[config.mk]
export PLATFORM = sky130hd
export DESIGN_NAME = node_share_arbiter_flat
export DESIGN_NICKNAME = d
export VERILOG_FILES = /design/src/rtl/node_share_arbiter_if.sv /design/src/rtl/node_share_arbiter.sv /design/src/flat_wrapper.sv
export SDC_FILE = /design/constraint.sdc
export NUM_CORES = 1
export LEC_CHECK = 0
export ABC_AREA = 0
export BUFFER_PORTS_ARGS = -buffer_cell sky130_fd_sc_hd__buf_2
export CAP_MARGIN = 15
export CORE_AREA = 2 2 100 174
export CTS_CLUSTER_DIAMETER = 200
export CTS_CLUSTER_SIZE = 25
export DETAILED_ROUTE_END_ITERATION = 10
export DIE_AREA = 0 0 102 176
export PLACE_DENSITY_LB_ADDON = 0.3
export SETUP_SLACK_MARGIN = 0.15
export SYNTH_ARGS = -nofsm -noshare
export SYNTH_HDL_FRONTEND = slang
export SYNTH_SLANG_ARGS = --single-unit
[constraint.sdc]
create_clock -name CLK -period 2.4 [get_ports CLK]
set_clock_uncertainty 0.1 [all_clocks]
set_input_delay 0.48 -clock CLK [delete_from_list [all_inputs] [get_ports CLK]]
set_output_delay 0.48 -clock CLK [all_outputs]
set_load 0.02 [all_outputs]
[src/rtl/node_share_arbiter_if.sv]
// Handshake bundle between the requesters, the arbiter and the shared compute node.
interface node_share_arbiter_if #(
    parameter int N_REQ = 4,
    parameter int W     = 16
);
    logic [N_REQ-1:0]   REQ;
    logic [N_REQ*W-1:0] IN0_BUS;
    logic [N_REQ*W-1:0] IN1_BUS;
    logic [N_REQ-1:0]   GNT;
    logic [N_REQ-1:0]   DONE;
    logic               ERR;
    logic [W-1:0]       RES;
    logic               BUSY;
    logic               NODE_ST;
    logic [W-1:0]       NODE_IN0;
    logic [W-1:0]       NODE_IN1;
    logic               NODE_RD;
    logic [W-1:0]       NODE_RES;

    // Arbiter side
    modport slave (
        input  REQ, IN0_BUS, IN1_BUS, NODE_RD, NODE_RES,
        output GNT, DONE, ERR, RES, BUSY, NODE_ST, NODE_IN0, NODE_IN1
    );

    // Client and node side
    modport master (
        output REQ, IN0_BUS, IN1_BUS, NODE_RD, NODE_RES,
        input  GNT, DONE, ERR, RES, BUSY, NODE_ST, NODE_IN0, NODE_IN1
    );
endinterface

[src/rtl/node_share_arbiter.sv]
// Round-robin sharing of one two-operand compute node among N_REQ requesters,
// with a watchdog that aborts a node that never raises ready.
//
// state | meaning
// IDLE  | no service; pick next requester from ptr, latch its operands
// ISSUE | one-cycle start pulse to the node, watchdog cleared
// WAIT  | wait for node ready or watchdog expiry
// RESP  | one-cycle DONE (and ERR on abort) to the granted requester
module node_share_arbiter #(
    parameter int N_REQ   = 4,
    parameter int W       = 16,
    parameter int TIMEOUT = 255,
    parameter int CW      = 8
) (
    input  logic                  CLK,
    input  logic                  RST,
    node_share_arbiter_if.slave   bus
);
    localparam int PW = (N_REQ > 1) ? $clog2(N_REQ) : 1;

    typedef enum logic [1:0] {IDLE, ISSUE, WAIT, RESP} state_t;

    state_t           state;
    state_t           state_nx;
    logic [PW-1:0]    ptr;
    logic [PW-1:0]    gnt_idx;
    logic [PW-1:0]    sel_idx;
    logic             sel_vld;
    logic             abort;
    logic [CW-1:0]    wdog;
    logic [N_REQ-1:0] gnt_q;
    logic [W-1:0]     res_q;
    logic [W-1:0]     in0_q;
    logic [W-1:0]     in1_q;
    int               idx;

    // First set REQ bit scanning ptr, ptr+1, ... with wrap at N_REQ
    always_comb begin
        sel_idx = '0;
        sel_vld = 1'b0;
        idx     = 0;
        for (int i = 0; i < N_REQ; i++) begin
            idx = int'(ptr) + i;
            if (idx >= N_REQ) idx = idx - N_REQ;
            if (!sel_vld && bus.REQ[PW'(idx)]) begin
                sel_vld = 1'b1;
                sel_idx = PW'(idx);
            end
        end
    end

    always_ff @(posedge CLK or posedge RST) begin
        if (RST) state <= IDLE;
        else     state <= state_nx;
    end

    always_comb begin
        state_nx     = state;
        bus.DONE     = '0;
        bus.ERR      = 1'b0;
        bus.NODE_ST  = 1'b0;
        bus.BUSY     = 1'b1;
        case (state)
            IDLE: begin
                bus.BUSY = 1'b0;
                if (sel_vld) state_nx = ISSUE;
            end
            ISSUE: begin
                bus.NODE_ST = 1'b1;
                state_nx    = WAIT;
            end
            WAIT: begin
                if (bus.NODE_RD || wdog == CW'(TIMEOUT)) state_nx = RESP;
            end
            RESP: begin
                bus.DONE = gnt_q;
                bus.ERR  = abort;
                state_nx = IDLE;
            end
            default: state_nx = IDLE;
        endcase
    end

    always_ff @(posedge CLK or posedge RST) begin
        if (RST) begin
            ptr     <= '0;
            gnt_idx <= '0;
            gnt_q   <= '0;
            abort   <= 1'b0;
            wdog    <= '0;
            res_q   <= '0;
            in0_q   <= '0;
            in1_q   <= '0;
        end else begin
            case (state)
                IDLE: begin
                    if (sel_vld) begin
                        gnt_idx <= sel_idx;
                        gnt_q   <= {{(N_REQ-1){1'b0}}, 1'b1} << sel_idx;
                        in0_q   <= bus.IN0_BUS[sel_idx*W +: W];
                        in1_q   <= bus.IN1_BUS[sel_idx*W +: W];
                    end
                end
                ISSUE: wdog <= '0;
                WAIT: begin
                    // Ready beats the watchdog when both land in the same cycle
                    if (bus.NODE_RD) begin
                        res_q <= bus.NODE_RES;
                    end else if (wdog == CW'(TIMEOUT)) begin
                        res_q <= '0;
                        abort <= 1'b1;
                    end else begin
                        wdog <= wdog + 1'b1;
                    end
                end
                RESP: begin
                    gnt_q <= '0;
                    abort <= 1'b0;
                    ptr   <= (gnt_idx == PW'(N_REQ-1)) ? '0 : gnt_idx + 1'b1;
                end
                default: ;
            endcase
        end
    end

    assign bus.GNT      = gnt_q;
    assign bus.RES      = res_q;
    assign bus.NODE_IN0 = in0_q;
    assign bus.NODE_IN1 = in1_q;
endmodule

[src/flat_wrapper.sv]
// flat-port wrapper written by rule: the top's interface ports become plain ports
module node_share_arbiter_flat 
#(
    parameter int N_REQ   = 4,
    parameter int W       = 16,
    parameter int TIMEOUT = 255,
    parameter int CW      = 8
)
  (CLK, RST, bus_REQ, bus_IN0_BUS, bus_IN1_BUS, bus_NODE_RD, bus_NODE_RES, bus_GNT, bus_DONE, bus_ERR, bus_RES, bus_BUSY, bus_NODE_ST, bus_NODE_IN0, bus_NODE_IN1);
  node_share_arbiter_if #(.N_REQ(N_REQ), .W(W)) bus_i ();
  input  logic CLK;
  input  logic RST;
  input wire logic [$bits(bus_i.REQ)-1:0] bus_REQ;
  input wire logic [$bits(bus_i.IN0_BUS)-1:0] bus_IN0_BUS;
  input wire logic [$bits(bus_i.IN1_BUS)-1:0] bus_IN1_BUS;
  input wire logic [$bits(bus_i.NODE_RD)-1:0] bus_NODE_RD;
  input wire logic [$bits(bus_i.NODE_RES)-1:0] bus_NODE_RES;
  output wire logic [$bits(bus_i.GNT)-1:0] bus_GNT;
  output wire logic [$bits(bus_i.DONE)-1:0] bus_DONE;
  output wire logic [$bits(bus_i.ERR)-1:0] bus_ERR;
  output wire logic [$bits(bus_i.RES)-1:0] bus_RES;
  output wire logic [$bits(bus_i.BUSY)-1:0] bus_BUSY;
  output wire logic [$bits(bus_i.NODE_ST)-1:0] bus_NODE_ST;
  output wire logic [$bits(bus_i.NODE_IN0)-1:0] bus_NODE_IN0;
  output wire logic [$bits(bus_i.NODE_IN1)-1:0] bus_NODE_IN1;
  assign bus_i.REQ = bus_REQ;
  assign bus_i.IN0_BUS = bus_IN0_BUS;
  assign bus_i.IN1_BUS = bus_IN1_BUS;
  assign bus_i.NODE_RD = bus_NODE_RD;
  assign bus_i.NODE_RES = bus_NODE_RES;
  assign bus_GNT = bus_i.GNT;
  assign bus_DONE = bus_i.DONE;
  assign bus_ERR = bus_i.ERR;
  assign bus_RES = bus_i.RES;
  assign bus_BUSY = bus_i.BUSY;
  assign bus_NODE_ST = bus_i.NODE_ST;
  assign bus_NODE_IN0 = bus_i.NODE_IN0;
  assign bus_NODE_IN1 = bus_i.NODE_IN1;
  node_share_arbiter #(.N_REQ(N_REQ), .W(W), .TIMEOUT(TIMEOUT), .CW(CW)) u_core (.CLK(CLK), .RST(RST), .bus(bus_i));
endmodule
# ---- Word level (Yosys, flattened, before mapping)
# Cells that the tools add are included.
dict set report word_totals {
  ramBits 0
  latch_bits 0
  register_bits 67
  rom_bits 0
  inputBits 151
  n_memories 0
  wordCells 99
  output_inout_bits 59
}
dict set report op_classes {
  n_addsub 9
  n_reduce_logical 18
  bitwise 0
  mux 42
  n_eq_ne 10
  n_shift 3
  div_mod_pow 0
  mul 0
  n_lt_le_gt_ge 8
}
# cell n
set ops {}
lappend ops {{$shiftx 64x7->16} 2}
lappend ops {{$mux 16} 2}
lappend ops {{$mux 2} 11}
lappend ops {{$mux 1} 17}
lappend ops {{$lt 2x4->1 const B} 4}
lappend ops {{$mux 8} 2}
lappend ops {{$pmux 8 s2} 1}
lappend ops {{$ge 3x3->1 const B} 3}
lappend ops {{$add 8x1->8 const B} 1}
lappend ops {{$bmux 1 s2} 4}
lappend ops {{$eq 8x8->1 const B} 1}
lappend ops {{$mux 4} 2}
lappend ops {{$pmux 2 s4} 1}
lappend ops {{$pmux 4 s2} 1}
lappend ops {{$reduce_and 2->1} 4}
lappend ops {{$reduce_bool 2->1} 4}
lappend ops {{$sub 2x1->2 const B} 4}
lappend ops {{$add 2x2->3 const B} 2}
lappend ops {{$eq 2x2->1 const B} 3}
lappend ops {{$ne 2x1->1 const B} 3}
lappend ops {{$reduce_and 3->1} 2}
lappend ops {{$ne 2x2->1 const B} 2}
lappend ops {{$shl 1x2->4 const A} 1}
lappend ops {{$add 2x1->3 const B} 1}
lappend ops {{8 further kinds} 12}

# ---- Depth between registers and ports, before layout
# Gate-level depths: netlist (run 1).
dict set report depth {
  ltp_word 18
  depth_mapped 8
  depth_no_buf 7
}

# ---- Worst setup path before layout (run 1)
# Ideal clock, no wire load.
dict set report synth_timing {
  path_kind {register to register}
  start {register u_core.state[0]}
  end {register u_core.in0_q[0] (netlist: u_core.bus.NODE_IN0[0])}
  required_ns 2.180
  path_slack_ns 0.456
  path_buffers 1
  arrival_time_ns 1.723
  synth_period_minus_slack_ns 1.944
  setup_ns 0.120
  stages_incl_launch_ff 9
  cell_sequence {dfrtp_1 -> inv_1 -> ha_1 -> inv_1 -> nor2_1 -> o21a_2 -> buf_6 -> nand3_1 -> o211a_1}
}
dict set report synth_via {
  elab_chain_cells 2
}
# element line
set synth_rtl {}
lappend synth_rtl {{from (decl)} node_share_arbiter.sv:23} ;# state_t state;
lappend synth_rtl {{from (signal assigned)} node_share_arbiter.sv:54} ;# else state <= state_nx;
lappend synth_rtl {{$logic_not 2->1} node_share_arbiter.sv:95} ;# case (state)
lappend synth_rtl {{$reduce_and 2->1 (no source line)} n/a}
lappend synth_rtl {{to (signal assigned)} node_share_arbiter.sv:100} ;# in0_q <= bus.IN0_BUS[sel_idx*W +: W];
lappend synth_rtl {{to (decl)} node_share_arbiter.sv:33} ;# logic [W-1:0] in0_q;
# No other way between the ends.
# A chain may end at the register's enable or synchronous reset.

# ---- Worst setup path after layout (run 1)
dict set report layout_timing {
  start {register u_core.state[0]}
  end {output port bus_BUSY}
}
dict set report layout_via {
  elab_chain_cells 2
}
# element line
set layout_rtl {}
lappend layout_rtl {{$logic_not 2->1} node_share_arbiter.sv:63} ;# case (state)
lappend layout_rtl {{$mux 1} node_share_arbiter.sv:63}
lappend layout_rtl {{to (decl)} flat_wrapper.sv:22} ;# output wire logic [$bits(bus_i.BUSY)-1:0] bus_BUSY;
# No other way between the ends.

==> flow_summary_export.csv, run 1 <==
group,metric,value,unit
route,wl,12600,um
timing,timing.fmax,486,MHz
pwr,ir_worst_vdd,0.463,mV
critical_path,worstPathMaxFanout,6,
logic_synthesis,yosys.cell_types.count,44,
critical_path,startpoint_type,"flop",
timing,setup_viol,0,
route,dr_total_vias,3880,
pwr,power,6.88,mW
clock_tree,clk_pin_slew,0.06,ns
timing,fin_crit_sh,85.7,%
worst_hold_path,hold_path.class,"in2async",
finish,multi_input_area,0.00190,mm^2
logic_synthesis,synth_nets,592,
global_route,grt_max_degree,53,
status,outcome,"completed",
route,dr.first_iter.drc_count,150,
finish,area_delta_synth_final,46.4,%
floorplanning,fp.dieW,102,um
clock_tree,cts_made_buffers,9,
timing,relSlewSlack,57.8,%
logic_synthesis,synth_largest_area_cell,"dfrtp_1",
placed_design,port_buffers,209,
route,wl_per_cell,14.4,um
timing,worstMarginPinSlew,0.632,ns
global_route,grt_first_pass_wirelength,19200,um
placed_design,gp_congestion,0.796,
clock_tree,clk_latency,0.33,ns
placed_design,dp_hpwl,9660,um
route,drcViolationCount,0,
timing,slew_violations,0,
global_route,grt_pass1_vias,3879,
timing,rsz0062_at_grt,"no",
logic_synthesis,syn_avg_cell_area,8.59,um^2
logic_synthesis,synth_most_common_cell,"nand2_1",
floorplanning,coreArea,0.0164,mm^2
logic_synthesis,syn-instance-count,435,
global_route,grt_overflow,0,
floorplanning,ios,210,
global_route,antenna_found_initial,0,
timing,period_minus_slack,2.06,ns
clock_tree,clockBufferDepth,2,
floorplanning,dieArea,0.0180,mm^2
critical_path,critical-path-max-stage-delay,0.41,ns
job,maxCapViolations,0,
logic_synthesis,ys_ff_latch,67,
finish,diodes,0,
finish,stdcell_count,876,
clock_tree,cts_sinks,67,
clock_tree,tritoncts,"yes",
pwr,p_leak,2.77,nW
logic_synthesis,ys_seq_area_share,44.9,%
route,dr.pass1.iters,4,
route,ant_nets,0,
logic_synthesis,yosysWarnings,0,
placed_design,place_ws,0.173,ns
clock_tree,postCtsSetupRepairBufs,0,
floorplanning,die_y,176,um
route,vias_per_cell,4.43,
critical_path,worstPathCellList,"inv_1 -> ha_1 -> inv_2 -> buf_2",
finish,final_layout_size_suffix_gt1_share,39.0,%
clock_tree,cts-root-buf,"clkbuf_16",
critical_path,crit_path_end_kind,"primary output",
critical_path,critPathKind,"reg2out",
logic_synthesis,synth_top_flop_cell,"dfrtp_1",
timing,setup_tns,0,ns
logic_synthesis,synth_area,0.00374,mm^2
placed_design,place_inst,859,
logic_synthesis,synth_area_leaders,"dfrtp_1 45%, nand2_1 14%, nand3_1 9.1%, o211a_1 8.6%, a22o_1 3.7%",
clock_tree,h-tree-depth,3,
floorplanning,row_count,62,
floorplanning,start_util,22.7,%
clock_tree,hold_buffers,0,
finish,seq_area,0.00168,mm^2
critical_path,slowest_stage,"dfrtp_1",
pwr,p_per_area,1260,mW/mm^2
critical_path,worstPathRequired,1.82,ns
timing,setup_slack,0.343,ns
finish,fin_nets,804,
clock_tree,ctsResizeCount,0,
finish,fillers,1829,
timing,hold_viol,0,
logic_synthesis,synth_top_cell_area_share,44.9,%
logic_synthesis,ys_async_sr_fraction,100,%
global_route,grtUsageTotal,13.9,%
logic_synthesis,yosys-top-cells-count,"144 x nand2_1, 68 x nand3_1, 67 x dfrtp_1",
critical_path,crit_arrival,1.48,ns
logic_synthesis,synth_edf_count,0,
## critical path: cells and delay by family, from the launching register on
kind                     cells  cell delay (ns)
buffers and inverters        3             0.44
flip-flops                   1             0.41
adder cells (fa/ha/maj)      1             0.29
## report_power, final
group	switching [mW]	internal [mW]
registers	0.303	1.65
clock network	0.512	0.940
logic	2.06	1.42
## registers in the layout, indices dropped and copies added, names as in the netlist, 2 cells and up
signal               cells
u_core.wdog              8
u_core.bus.NODE_IN0     16
u_core.state             2
u_core.gnt_idx           2
u_core.bus.NODE_IN1     16
u_core.bus.RES          16
u_core.ptr               2
u_core.bus.GNT           4
## cells by family after synthesis
logic type	share of synthesized area, %
XOR/XNOR	0.938
adder cells (fa/ha/maj)	2.01
AO/OA/AOI/OAI	18.3
multiplexers	0.569
flip-flops	44.9
AND/OR/NAND/NOR	28.1
buffers and inverters	5.16
## cell type report
cell class / instances / share of cell area, %
tap: 224 / 5.12
sequential: 67 / 30.6
clock buffer: 10 / 4.37
multi-input combinational: 334 / 34.6
timing repair buffer: 228 / 23.1
inverter: 7 / 0.549
clock inverter: 6 / 1.60
## stage by stage
step | util (%) | instance area [um^2] | hold WS, ns
after floorplan | - | 3740 | 0.345
after detailed placement | 31.2 | 5140 | 0.379
after CTS | 33.2 | 5460 | 0.145
final | 33.3 | 5470 | 0.128
after global routing | 33.3 | 5470 | 0.168
after global placement | 31.2 | 5140 | 0.363
## layer usage
metal  global-route usage [%]  share of wire (%)  up-vias
met1                     14.0                 38     1792
met3                     3.76                6.0       11
li1                         -                  -     1935
met2                     26.8                 54      142
met5                        0                  0        -
met4                     4.33                1.5        0
## final timing paths
kind | start | end | depth (start not counted) | slack (ns)
worst min register to register | u_core.wdog[7] | u_core.wdog[7] | 1 | 0.38
min in group CLK | bus_NODE_RES[8] | u_core.bus.RES[8] | 2 | 0.27
max in group asynchronous | RST | u_core.bus.RES[15] | 3 | 1.45
worst max-delay path | u_core.state[0] | bus_BUSY | 4 | 0.34
worst min-delay path | RST | u_core.bus.NODE_IN1[12] | 2 | 0.13
worst max register to register | u_core.state[0] | u_core.bus.NODE_IN1[2] | 7 | 0.39
## placed cells by master (no fill, tap or decap), drive strengths merged, types with 2 or more instances in the layout
cell type and instances:
buf 228, nand2 144, nand3 68, dfrtp 67
o211a 32, a22o 16, o21ai 13, nor2 10
clkbuf 10, and2 8, inv 7, ha 6
o31ai 4, nor2b 3, xor2 3, a22oi 3
clkinv 3, a21oi 2, bufinv 2, nand2b 2
nor3 2
Note: power is estimated with default switching activity, not from simulation.
==> inputs of run 2 (changes only) <==
--- a/config.mk
+++ b/config.mk
@@ -13,8 +13,9 @@
 export CTS_CLUSTER_SIZE = 25
 export DETAILED_ROUTE_END_ITERATION = 10
 export DIE_AREA = 0 0 102 176
-export PLACE_DENSITY_LB_ADDON = 0.3
+export PLACE_DENSITY = 0.59
 export SETUP_SLACK_MARGIN = 0.15
 export SYNTH_ARGS = -nofsm -noshare
 export SYNTH_HDL_FRONTEND = slang
 export SYNTH_SLANG_ARGS = --single-unit
+export TNS_END_PERCENT = 30
==> flow_summary_export.csv, run 2 (synthesis results as in run 1) <==
group,metric,value,unit
worst_hold_path,hold_path.class,"in2async",
pwr,p_per_area,1250,mW/mm^2
floorplanning,fp.dieW,102,um
finish,fin_nets,800,
pwr,power,6.78,mW
route,wl_per_cell,14.4,um
route,dr.pass1.iters,4,
clock_tree,ctsResizeCount,1,
timing,setup_tns,0,ns
critical_path,worstPathMaxFanout,6,
status,outcome,"completed",
route,ant_nets,0,
clock_tree,hold_buffers,0,
route,drcViolationCount,0,
timing,worstMarginPinSlew,0.753,ns
route,wl,12600,um
timing,period_minus_slack,2.10,ns
floorplanning,start_util,22.7,%
timing,slew_violations,0,
timing,fin_crit_sh,87.6,%
job,maxCapViolations,0,
critical_path,startpoint_type,"flop",
critical_path,critPathKind,"reg2out",
finish,area_delta_synth_final,44.5,%
timing,rsz0062_at_grt,"no",
critical_path,worstPathRequired,1.82,ns
global_route,grtUsageTotal,13.6,%
timing,relSlewSlack,49.7,%
clock_tree,h-tree-depth,3,
route,dr.first_iter.drc_count,149,
critical_path,crit_path_end_kind,"primary output",
route,vias_per_cell,4.50,
finish,final_common_cell,"buf_2",
timing,setup_viol,0,
clock_tree,postCtsSetupRepairBufs,0,
critical_path,regToRegSetupSlack,0.39,ns
clock_tree,clk_pin_slew,0.06,ns
global_route,grt_pass1_vias,3820,
clock_tree,cts_sinks,67,
floorplanning,ios,210,
placed_design,port_buffers,209,
floorplanning,die_y,176,um
floorplanning,dieArea,0.0180,mm^2
clock_tree,cts-root-buf,"clkbuf_16",
critical_path,critPathCapture,"bus_BUSY",
floorplanning,coreArea,0.0164,mm^2
placed_design,gp_congestion,0.787,
finish,fillers,1804,
global_route,grt_first_pass_wirelength,18800,um
finish,layout_common_cells,"209 x buf_2, 144 x nand2_1, 68 x nand3_1, 67 x dfrtp_1, 32 x o211a_1",
clock_tree,tritoncts,"yes",
critical_path,reg2regPathDepth,8,
route,dr_total_vias,3923,
clock_tree,clockBufferDepth,2,
clock_tree,clk_latency,0.33,ns
global_route,grt_max_degree,45,
critical_path,crit_arrival,1.52,ns
clock_tree,cts_made_buffers,9,
global_route,antenna_found_initial,0,
floorplanning,row_count,62,
pwr,ir_worst_vdd,0.463,mV
timing,timing.fmax,475,MHz
critical_path,timing.rr.end,"u_core.bus.NODE_IN0[13]",
pwr,p_leak,2.74,nW
placed_design,dp_hpwl,9470,um
timing,hold_viol,0,
global_route,grt_overflow,0,
finish,diodes,0,
finish,final_layout_size_suffix_gt1_share,38.6,%
critical_path,worstReg2RegStart,"u_core.state[1]",
critical_path,crit_path_start,"u_core.state[0]",
## run 2: worst min path at each step
stage | start | cells after the start | endpoint
2_1_floorplan | u_core.wdog[7] | 1 | u_core.wdog[7]
3_3_place_gp | u_core.wdog[7] | 1 | u_core.wdog[7]
3_5_place_dp | u_core.gnt_idx[1] | 1 | u_core.gnt_idx[1]
4_1_cts | RST | 2 | u_core.bus.NODE_IN1[12]
5_1_grt | RST | 2 | u_core.bus.NODE_IN1[12]
6_report | RST | 2 | u_core.bus.NODE_IN1[12]
## run 2: layer usage
layer / routed length [um] / global-route usage, % / up-vias
li1: - / - / 1929
met5: 0 / 0 / -
met1: 4750 / 13.6 / 1826
met2: 6640 / 25.9 / 150
met4: 281 / 5.33 / 0
met3: 909 / 3.52 / 18
## run 2: power by group
group	leakage, nW	internal, mW	switching [mW]
clock network	0.156	0.917	0.532
logic	1.77	1.34	2.03
registers	0.805	1.65	0.311
total	2.74	3.90	2.87
## run 2: area by class of cell
class | instances | area [um^2] | share of cell area [%]
inverter | 7 | 30.0 | 0.556
timing repair buffer | 224 | 1200 | 22.1
tap | 224 | 280 | 5.19
clock buffer | 9 | 225 | 4.17
multi-input combinational | 334 | 1890 | 35.1
sequential | 67 | 1680 | 31.0
clock inverter | 7 | 98.8 | 1.83
## run 2: per-stage QoR
step           instances  hold WS, ns  setup WS, ns  util (%)  area, um^2
3_3_place_gp         856        0.373         0.155      30.8        5070
3_5_place_dp         856        0.376         0.106      30.8        5070
4_1_cts              872        0.188         0.195      32.8        5400
5_1_grt              872        0.219         0.178      32.8        5400
6_report             872        0.163         0.297      32.8        5400
2_1_floorplan        435        0.345         0.456         -        3740
## run 2: critical path, stage by stage, from the launching register on
cell     delay, ns
dfrtp_1       0.39
inv_1         0.08
ha_1          0.28
inv_1         0.22
buf_2         0.22
